`src/rtl/game_pkg.sv`:
```
// Shared game-side types and constants used by the sprite update scheduler.
package game_pkg;

    typedef enum logic [1:0] {
        IDLE  = 2'd0,
        SLOT  = 2'd1,
        CHECK = 2'd2
    } sched_state_t;

    localparam int ENT_PACMAN = 0;
    localparam int ENT_GHOST  = 1;
    localparam int ENT_GHOST1 = 2;
    localparam int N_ENT_DEF  = 3;

endpackage

```
`src/rtl/sync_edge_detect.sv`:
```
// Rising-edge detector for a level input (e.g. vsync); one-cycle pulse on 0->1.
module sync_edge_detect (
    input  logic clk,
    input  logic reset,
    input  logic d,
    output logic rise
);

    logic d_q;

    // Remember last cycle's level so a rise is seen exactly once.
    always_ff @(posedge clk or posedge reset) begin
        if (reset) d_q <= 1'b0;
        else       d_q <= d;
    end

    assign rise = d & ~d_q;

endmodule

```
`src/rtl/entity_update_scheduler.sv`:
```
// Per-frame sequencer granting update slots to pacman, ghost, ghost1 in order,
// then sampling the collision flag and pulsing died.
module entity_update_scheduler
    import game_pkg::*;
#(
    parameter int N_ENT    = N_ENT_DEF,
    parameter int TICK_DIV = 2,
    parameter int TIMEOUT  = 64
) (
    input  logic             clk,
    input  logic             reset,
    input  logic             frame_sync,
    input  logic             run,
    input  logic [N_ENT-1:0] upd_done,
    input  logic             collide,
    output logic [N_ENT-1:0] upd_req,
    output logic             busy,
    output logic             died,
    output logic [7:0]       frame_cnt,
    output logic             timeout_err,
    output logic             overrun
);

    localparam int SLOT_W = (N_ENT > 1) ? $clog2(N_ENT) : 1;
    localparam int WAIT_W = $clog2(TIMEOUT);
    localparam int DIV_W  = (TICK_DIV > 1) ? $clog2(TICK_DIV) : 1;

    sched_state_t      state_q, state_n;
    logic [SLOT_W-1:0] slot_q, slot_n;
    logic [WAIT_W-1:0] wait_q, wait_n;
    logic [DIV_W-1:0]  div_q;
    logic              dead_q;
    logic              tick;
    logic              start;
    logic              timeout_set;
    logic              dead_set;
    logic              died_n;
    logic              busy_n;
    logic [N_ENT-1:0]  upd_req_n;

    sync_edge_detect u_tick (
        .clk   (clk),
        .reset (reset),
        .d     (frame_sync),
        .rise  (tick)
    );

    // A tick only starts a round when idle, on the divider's last count, and not dead.
    assign start = tick & run & ~busy & ~dead_q & (div_q == DIV_W'(TICK_DIV - 1));

    // Frame counter, tick divider, dead latch and sticky error flags.
    always_ff @(posedge clk or posedge reset) begin
        if (reset) begin
            frame_cnt   <= 8'd0;
            div_q       <= '0;
            dead_q      <= 1'b0;
            timeout_err <= 1'b0;
            overrun     <= 1'b0;
        end else begin
            if (!run) begin
                frame_cnt <= 8'd0;
                div_q     <= '0;
                dead_q    <= 1'b0;
            end else begin
                if (tick) begin
                    frame_cnt <= frame_cnt + 8'd1;
                    if (busy)
                        overrun <= 1'b1;
                    else if (div_q == DIV_W'(TICK_DIV - 1))
                        div_q <= '0;
                    else
                        div_q <= div_q + DIV_W'(1);
                end
                if (dead_set)
                    dead_q <= 1'b1;
            end
            if (timeout_set)
                timeout_err <= 1'b1;
        end
    end

    // Next-state logic: slot walk with done/timeout advance, abort when run drops.
    always_comb begin
        state_n     = state_q;
        slot_n      = slot_q;
        wait_n      = wait_q;
        died_n      = 1'b0;
        timeout_set = 1'b0;
        dead_set    = 1'b0;
        if (!run) begin
            state_n = IDLE;
            slot_n  = SLOT_W'(ENT_PACMAN);
            wait_n  = '0;
        end else begin
            case (state_q)
                IDLE: begin
                    if (start) begin
                        state_n = SLOT;
                        slot_n  = SLOT_W'(ENT_PACMAN);
                        wait_n  = '0;
                    end
                end
                SLOT: begin
                    if (upd_done[slot_q] || (wait_q == WAIT_W'(TIMEOUT - 1))) begin
                        // Done takes priority over an expiring timer.
                        timeout_set = ~upd_done[slot_q];
                        wait_n      = '0;
                        if (slot_q == SLOT_W'(N_ENT - 1))
                            state_n = CHECK;
                        else
                            slot_n = slot_q + SLOT_W'(1);
                    end else begin
                        wait_n = wait_q + WAIT_W'(1);
                    end
                end
                CHECK: begin
                    state_n = IDLE;
                    if (collide) begin
                        died_n   = 1'b1;
                        dead_set = 1'b1;
                    end
                end
                default: state_n = IDLE;
            endcase
        end
        busy_n    = (state_n != IDLE);
        upd_req_n = (state_n == SLOT) ? (N_ENT'(1) << slot_n) : '0;
    end

    // State register with registered request/busy/died outputs.
    always_ff @(posedge clk or posedge reset) begin
        if (reset) begin
            state_q <= IDLE;
            slot_q  <= '0;
            wait_q  <= '0;
            upd_req <= '0;
            busy    <= 1'b0;
            died    <= 1'b0;
        end else begin
            state_q <= state_n;
            slot_q  <= slot_n;
            wait_q  <= wait_n;
            upd_req <= upd_req_n;
            busy    <= busy_n;
            died    <= died_n;
        end
    end

endmodule

```
`config.mk`:
```
export PLATFORM = sky130hd
export DESIGN_NAME = entity_update_scheduler
export DESIGN_NICKNAME = d
export VERILOG_FILES = /design/src/rtl/game_pkg.sv /design/src/rtl/sync_edge_detect.sv /design/src/rtl/entity_update_scheduler.sv
export SDC_FILE = /design/constraint.sdc
export NUM_CORES = 1
export LEC_CHECK = 0
export BUFFER_PORTS_ARGS = -buffer_cell sky130_fd_sc_hd__buf_4
export CORE_ASPECT_RATIO = 1.75
export CORE_MARGIN = 5
export CORE_UTILIZATION = 60
export DETAILED_ROUTE_END_ITERATION = 7
export PLACE_DENSITY = 0.81
export RECOVER_POWER = 50
export SKIP_CTS_REPAIR_TIMING = 1
export SLEW_MARGIN = 25
export SYNTH_ARGS = -nofsm -noshare
export SYNTH_HDL_FRONTEND = slang
export SYNTH_SLANG_ARGS = --single-unit
```
`constraint.sdc`:
```
create_clock -name clk -period 5.1 [get_ports clk]
set_clock_uncertainty 0.1 [all_clocks]
set_input_delay 0.255 -clock clk [delete_from_list [all_inputs] [get_ports clk]]
set_output_delay 0.255 -clock clk [all_outputs]
set_load 0.005 [all_outputs]
```
== Word-level counts from Yosys, hierarchy flattened ==
Index checks and enable logic that the tools add are counted.
Storage, ports and cells
  bits in registers: 28
  bits of input ports: 8
  output and inout port bits: 15
  word-level logic and storage cells: 74
Cells by class
  add/subtract/negate cells: 4
  $lt $le $gt $ge: 1
  equal/unequal tests: 10
  shift-type cells: 1
  multiplexer cells: 31
  bitwise operators: 9
  reduce and logical (&&, ||, !) cells: 6
Operator list (count)
  $mux W6: 3
  $mux W2: 8
  $mux W8: 2
  $mux W1: 13
  $pmux W6 S2: 1
  $add A8 B1 Y8 const B: 1
  $pmux W2 S2: 2
  $add A6 B1 Y6 const B: 1
  $eq A6 B6 Y1 const B: 1
  $and A1 B1 Y1: 5
  $eq A2 B1 Y1 const B: 2
  $eq A2 B2 Y1 const B: 2
  $ne A2 B1 Y1 const B: 2
  $not A1 Y1: 4
  $reduce_and A2 Y1: 2
  $lt A2 B3 Y1 const B: 1
  $mux W3: 1
  $ne A3 B1 Y1 const B: 1
  $ne A3 B3 Y1 const B: 1
  $reduce_and A3 Y1: 1
  $shl A1 B2 Y3 const A: 1
  $add A2 B1 Y2 const B: 1
  $bmux W1 S2: 1
  $logic_not A2 Y1: 1
  4 further kinds: 4

== Longest topological paths before layout ==
  word-level depth: 11
  mapped depth: 6
  depth with buffers taken out: 5

== Cells and area by module ==
Synthesis repeated with hierarchy kept, for this count alone.
Second synthesis, totals
  cells, all modules: 135
  area, all modules: 1401.3 µm²
Modules (own cells, without submodules)
  entity_update_scheduler: times used 1, cells each 132, area an instance 1358.8 µm², seq. area each 675.6 µm²
  sync_edge_detect: times used 1, cells each 3, area an instance 42.5 µm², seq. area each 25.0 µm²

== Least setup slack after synthesis ==
No wires, ideal clock.
  kind: reg-to-reg
  start: register wait_q[0]
  end: register upd_req[0]
  library setup time: 99 ps
  arrival time: 1599 ps
  data required time: 4901 ps
  slack: 3302 ps
  cell stages (with the launch flop): 7
  clock period less this slack: 1798 ps
  cells stage by stage: dfrtp_1 -> ha_1 -> and3_2 -> and3_1 -> clkbuf_1 -> o211a_1 -> a311oi_1
On the way
  cells in the longest elaborated chain, start to end: 7
  elaborated cells on any way between the ends: 11
  classes of those cells: 2 x eq/ne; 1 x shift; 7 x mux; 1 x reduce/logical
RTL lines
  start: declaration: RTL line entity_update_scheduler.sv:30  | logic [WAIT_W-1:0] wait_q, wait_n;
  start signal: assignment: RTL line entity_update_scheduler.sv:142  | wait_q <= wait_n;
  $eq A6 B6 Y1 (*): RTL line entity_update_scheduler.sv:104  | if (upd_done[slot_q] || (wait_q == WAIT_W'(TIMEOUT - 1))) begin
  $logic_or A1 B1 Y1 (*): RTL line entity_update_scheduler.sv:104
  $mux W2: RTL line entity_update_scheduler.sv:104
  $pmux W2 S2: RTL line entity_update_scheduler.sv:95  | case (state_q)
  $mux W2: RTL line entity_update_scheduler.sv:90  | if (!run) begin
  $eq A2 B1 Y1 or $shl A1 B2 Y3 (tied branches): RTL line entity_update_scheduler.sv:127  | upd_req_n = (state_n == SLOT) ? (N_ENT'(1) << slot_n) : '0;
  $mux W3 (*): RTL line entity_update_scheduler.sv:127
  named net upd_req_n[0]: RTL line entity_update_scheduler.sv:39  | logic [N_ENT-1:0] upd_req_n;
  end signal: assignment: RTL line entity_update_scheduler.sv:143  | upd_req <= upd_req_n;
  end: declaration: RTL line entity_update_scheduler.sv:16  | output logic [N_ENT-1:0] upd_req,
Mark *: on every way through the listed nets, which the timed path passes. The rest lies on a longest branch.
A chain may end at the register's enable or synchronous reset.

== Worst setup path in the final report ==
  start: register u_tick.d_q
  end: register upd_req[0]
On the way
  cells in the longest elaborated chain, start to end: 11
  elaborated cells on any way between the ends: 15
  classes of those cells: 1 x eq/ne; 1 x shift; 7 x mux; 6 x bitwise
RTL lines
  start: declaration: RTL line sync_edge_detect.sv:9  | logic d_q;
  start signal: assignment: RTL line sync_edge_detect.sv:13  | if (reset) d_q <= 1'b0;
  start signal: assignment: RTL line sync_edge_detect.sv:14  | else d_q <= d;
  $not A1 Y1 (*): RTL line sync_edge_detect.sv:17  | assign rise = d & ~d_q;
  $and A1 B1 Y1 (*): RTL line sync_edge_detect.sv:17
  $and A1 B1 Y1 (*) (4 in a row): RTL line entity_update_scheduler.sv:49  | assign start = tick & run & ~busy & ~dead_q & (div_q == DIV_W'(TICK_DIV - 1));
  $mux W2: RTL line entity_update_scheduler.sv:97  | if (start) begin
  $pmux W2 S2: RTL line entity_update_scheduler.sv:95
  $mux W2: RTL line entity_update_scheduler.sv:90
  $eq A2 B1 Y1 or $shl A1 B2 Y3 (tied branches): RTL line entity_update_scheduler.sv:127
  $mux W3 (*): RTL line entity_update_scheduler.sv:127
  named net upd_req_n[0]: RTL line entity_update_scheduler.sv:39
Marks and branches as above.

==> qor.yml <==
status: "finished clean"
synth_cells: 136
grt_first_pass_wirelength_mm: 4.86
wire_per_inst_um: 15.6
p_per_area_nw_per_um2: 217
fin_crit_sh_pct: 37.0
cts_buffers: 3
synth-edff-count: 0
synthTopCellsByCount: "28 x dfrtp_1, 8 x nor2b_1, 7 x and2_1, 7 x nand4_1"
crit_fanout: 4
track_usage_pct: 17.5
yosysSeqAreaShare_pct: 46.0
yosysMostFrequentCell: "dfrtp_1"
core_area_um2: 2460
reg2reg_slack_ns: 3.21
setup_violations: 0
worstSetupPathType: "flip-flop to flip-flop"
fin_ws_ns: 3.21
h-tree-depth: 1
clockBufferDepth: 2
critPathArrivalTime_ns: 1.95
die_w_um: 48.1
wirelength_mm: 2.86
first_iter_violations: 22
drt_pass1_iterations: 4
synth_top_area_cell: "dfrtp_1"
synth_nets: 148
synth_flop_cell: "dfrtp_1"
crit_path_start_kind: "flip-flop"
end_kind: "flip-flop"
fp-row-count: 24
hold_violations: 0
syn2layout_area_growth_pct: 14.2
grt_start_max_net_pins: 29
cts.clk_slew.worst_paths_ns: 0.08
netlist_area_um2: 1520
max-vdd-ir-drop_uv: 148
synthTopCellsByArea: "dfrtp_1 46%, ha_1 3.3%, nor2b_1 3.3%, and2_1 2.9%, nand4_1 2.9%"
synth_top_area_share_pct: 46.0
timing.hold.ws_ns: 0.0430
synthArstFlopShare_pct: 100
portBuffers: 22
grt_pass1_vias: 1153
viasPerCell: 6.01
fmax_mhz: 530
ys_types: 52
p_leak_nw: 0.847
dp_slack_ns: 3.27
syn_area_per_cell_um2: 11.2
diodes: 0
num_vias: 1100
fill_cells: 199
postRouteAntennaNets: 0
cts_root_buf: "clkbuf_8"
antenna_found_initial: 0
min_from: "frame_sync"
maxCapViolations: 0
cts.sinks: 28
nets: 171
place_congestion: 0.836
dp_hpwl_mm: 2.28
drive_gt1_share_pct: 26.8
io_pins: 23
ys_ff_latch: 28
ys_warn_count: 0
start_util_pct: 61.9
fin_crit_ns: 1.89
tritoncts: "built"
fin_tns_setup_ns: 0
crit_start: "u_tick.d_q$_DFF_PP0_"
die-area_um2: 3690
rsz0062_at_grt: "false"
fp.dieH_um: 76.7
slew_violations: 0
tightest_slew_ns: 0.998
drc: 0
crit_required_ns: 5.17
holdCritPathClass: "input pin to flip-flop"
insertion_delay_ns: 0.26
overflow: 0
r2r_start: "u_tick.d_q$_DFF_PP0_"
slew_headroom_pct: 33.4
[registers in the layout, summed over array words and instances (netlist names)]
name / count
div_q: 1
wait_q: 6
state_q: 2
dead_q: 1
overrun: 1
slot_q: 2
timeout_err: 1
u_tick.d_q: 1
died: 1
upd_req: 3
busy: 1
frame_cnt: 8
[placed cells by master (no fill, tap or decap), drive strengths merged, types with 2 or more instances in the layout]
cell	synthesis	final
a211o	2	2
a211oi	2	2
a21bo	2	2
a21o	3	3
a21oi	3	3
and2	7	7
and3	3	3
buf	2	5
clkbuf	3	20
dfrtp	28	28
ha	4	4
inv	5	5
nand2	5	5
nand3	5	5
nand3b	2	2
nand4	8	8
nor2b	9	9
nor3	2	2
nor3b	2	2
o211ai	4	4
o21a	2	2
o21ai	3	3
o311ai	2	2
or2	2	2
xnor2	3	3
xor2	4	4
[power breakdown]
part / total, W / internal (W) / switching, W
Sequential: 0.000231 / 0.000227 / 0.00000405
Combinational: 0.0000368 / 0.0000173 / 0.0000195
Clock: 0.000111 / 0.0000527 / 0.0000579
Total: 0.000378 / 0.000297 / 0.0000814
[critical path, cell delays in order (launching register included)]
cell and delay [ns]:
dfrtp_1 0.40, nor3b_1 0.39, a21oi_1 0.21, or3b_2 0.50, a311oi_1 0.20
[worst paths after layout]
kind                                                end  depth (start not counted)
worst max register to register     upd_req[0]$_DFF_PP0_                          4
worst min register to register  timeout_err$_DFFE_PP0P_                          1
min in group asynchronous         wait_q[1]$_DFFE_PP0P_                          3
worst max-delay path               upd_req[0]$_DFF_PP0_                          4
worst min-delay path               u_tick.d_q$_DFF_PP0_                          1
max in group asynchronous                died$_DFF_PP0_                          3
[layout make-up]
cell class	instances	area [um^2]	area share, %
multi-input combinational	98	776	44.6
sequential	28	701	40.3
timing repair buffer	23	171	9.85
clock buffer	3	41.3	2.37
tap	26	32.5	1.87
inverter	5	18.8	1.08
[cell families after synthesis]
logic type	synth area share, %
and+or+nand+nor	22.3
AOI/OAI and AO/OA	20.0
DFF	46.0
buffers and inverters	2.79
xor gates and xnor gates	4.02
adders and majority gates	3.28
muxes	1.64
[per-stage QoR]
step / area (um^2) / total power [W] / instances / utilization (%)
floorplan: 1520 / 0.000258 / 136 / -
global placement: 1700 / 0.000272 / 179 / 69.0
detailed placement: 1700 / 0.000273 / 179 / 69.0
CTS: 1740 / 0.000384 / 182 / 70.6
global route: 1740 / 0.000398 / 183 / 70.7
finish: 1740 / 0.000378 / 183 / 70.7
[metal layers]
metal / track usage [%] / up-vias / routed length (um)
met4: 5.12 / 0 / 21
met5: 0 / - / 0
li1: - / 546 / -
met2: 33.2 / 20 / 1660
met1: 18.5 / 532 / 1080
met3: 1.41 / 2 / 104
Note: power is estimated with default switching activity, not from simulation.
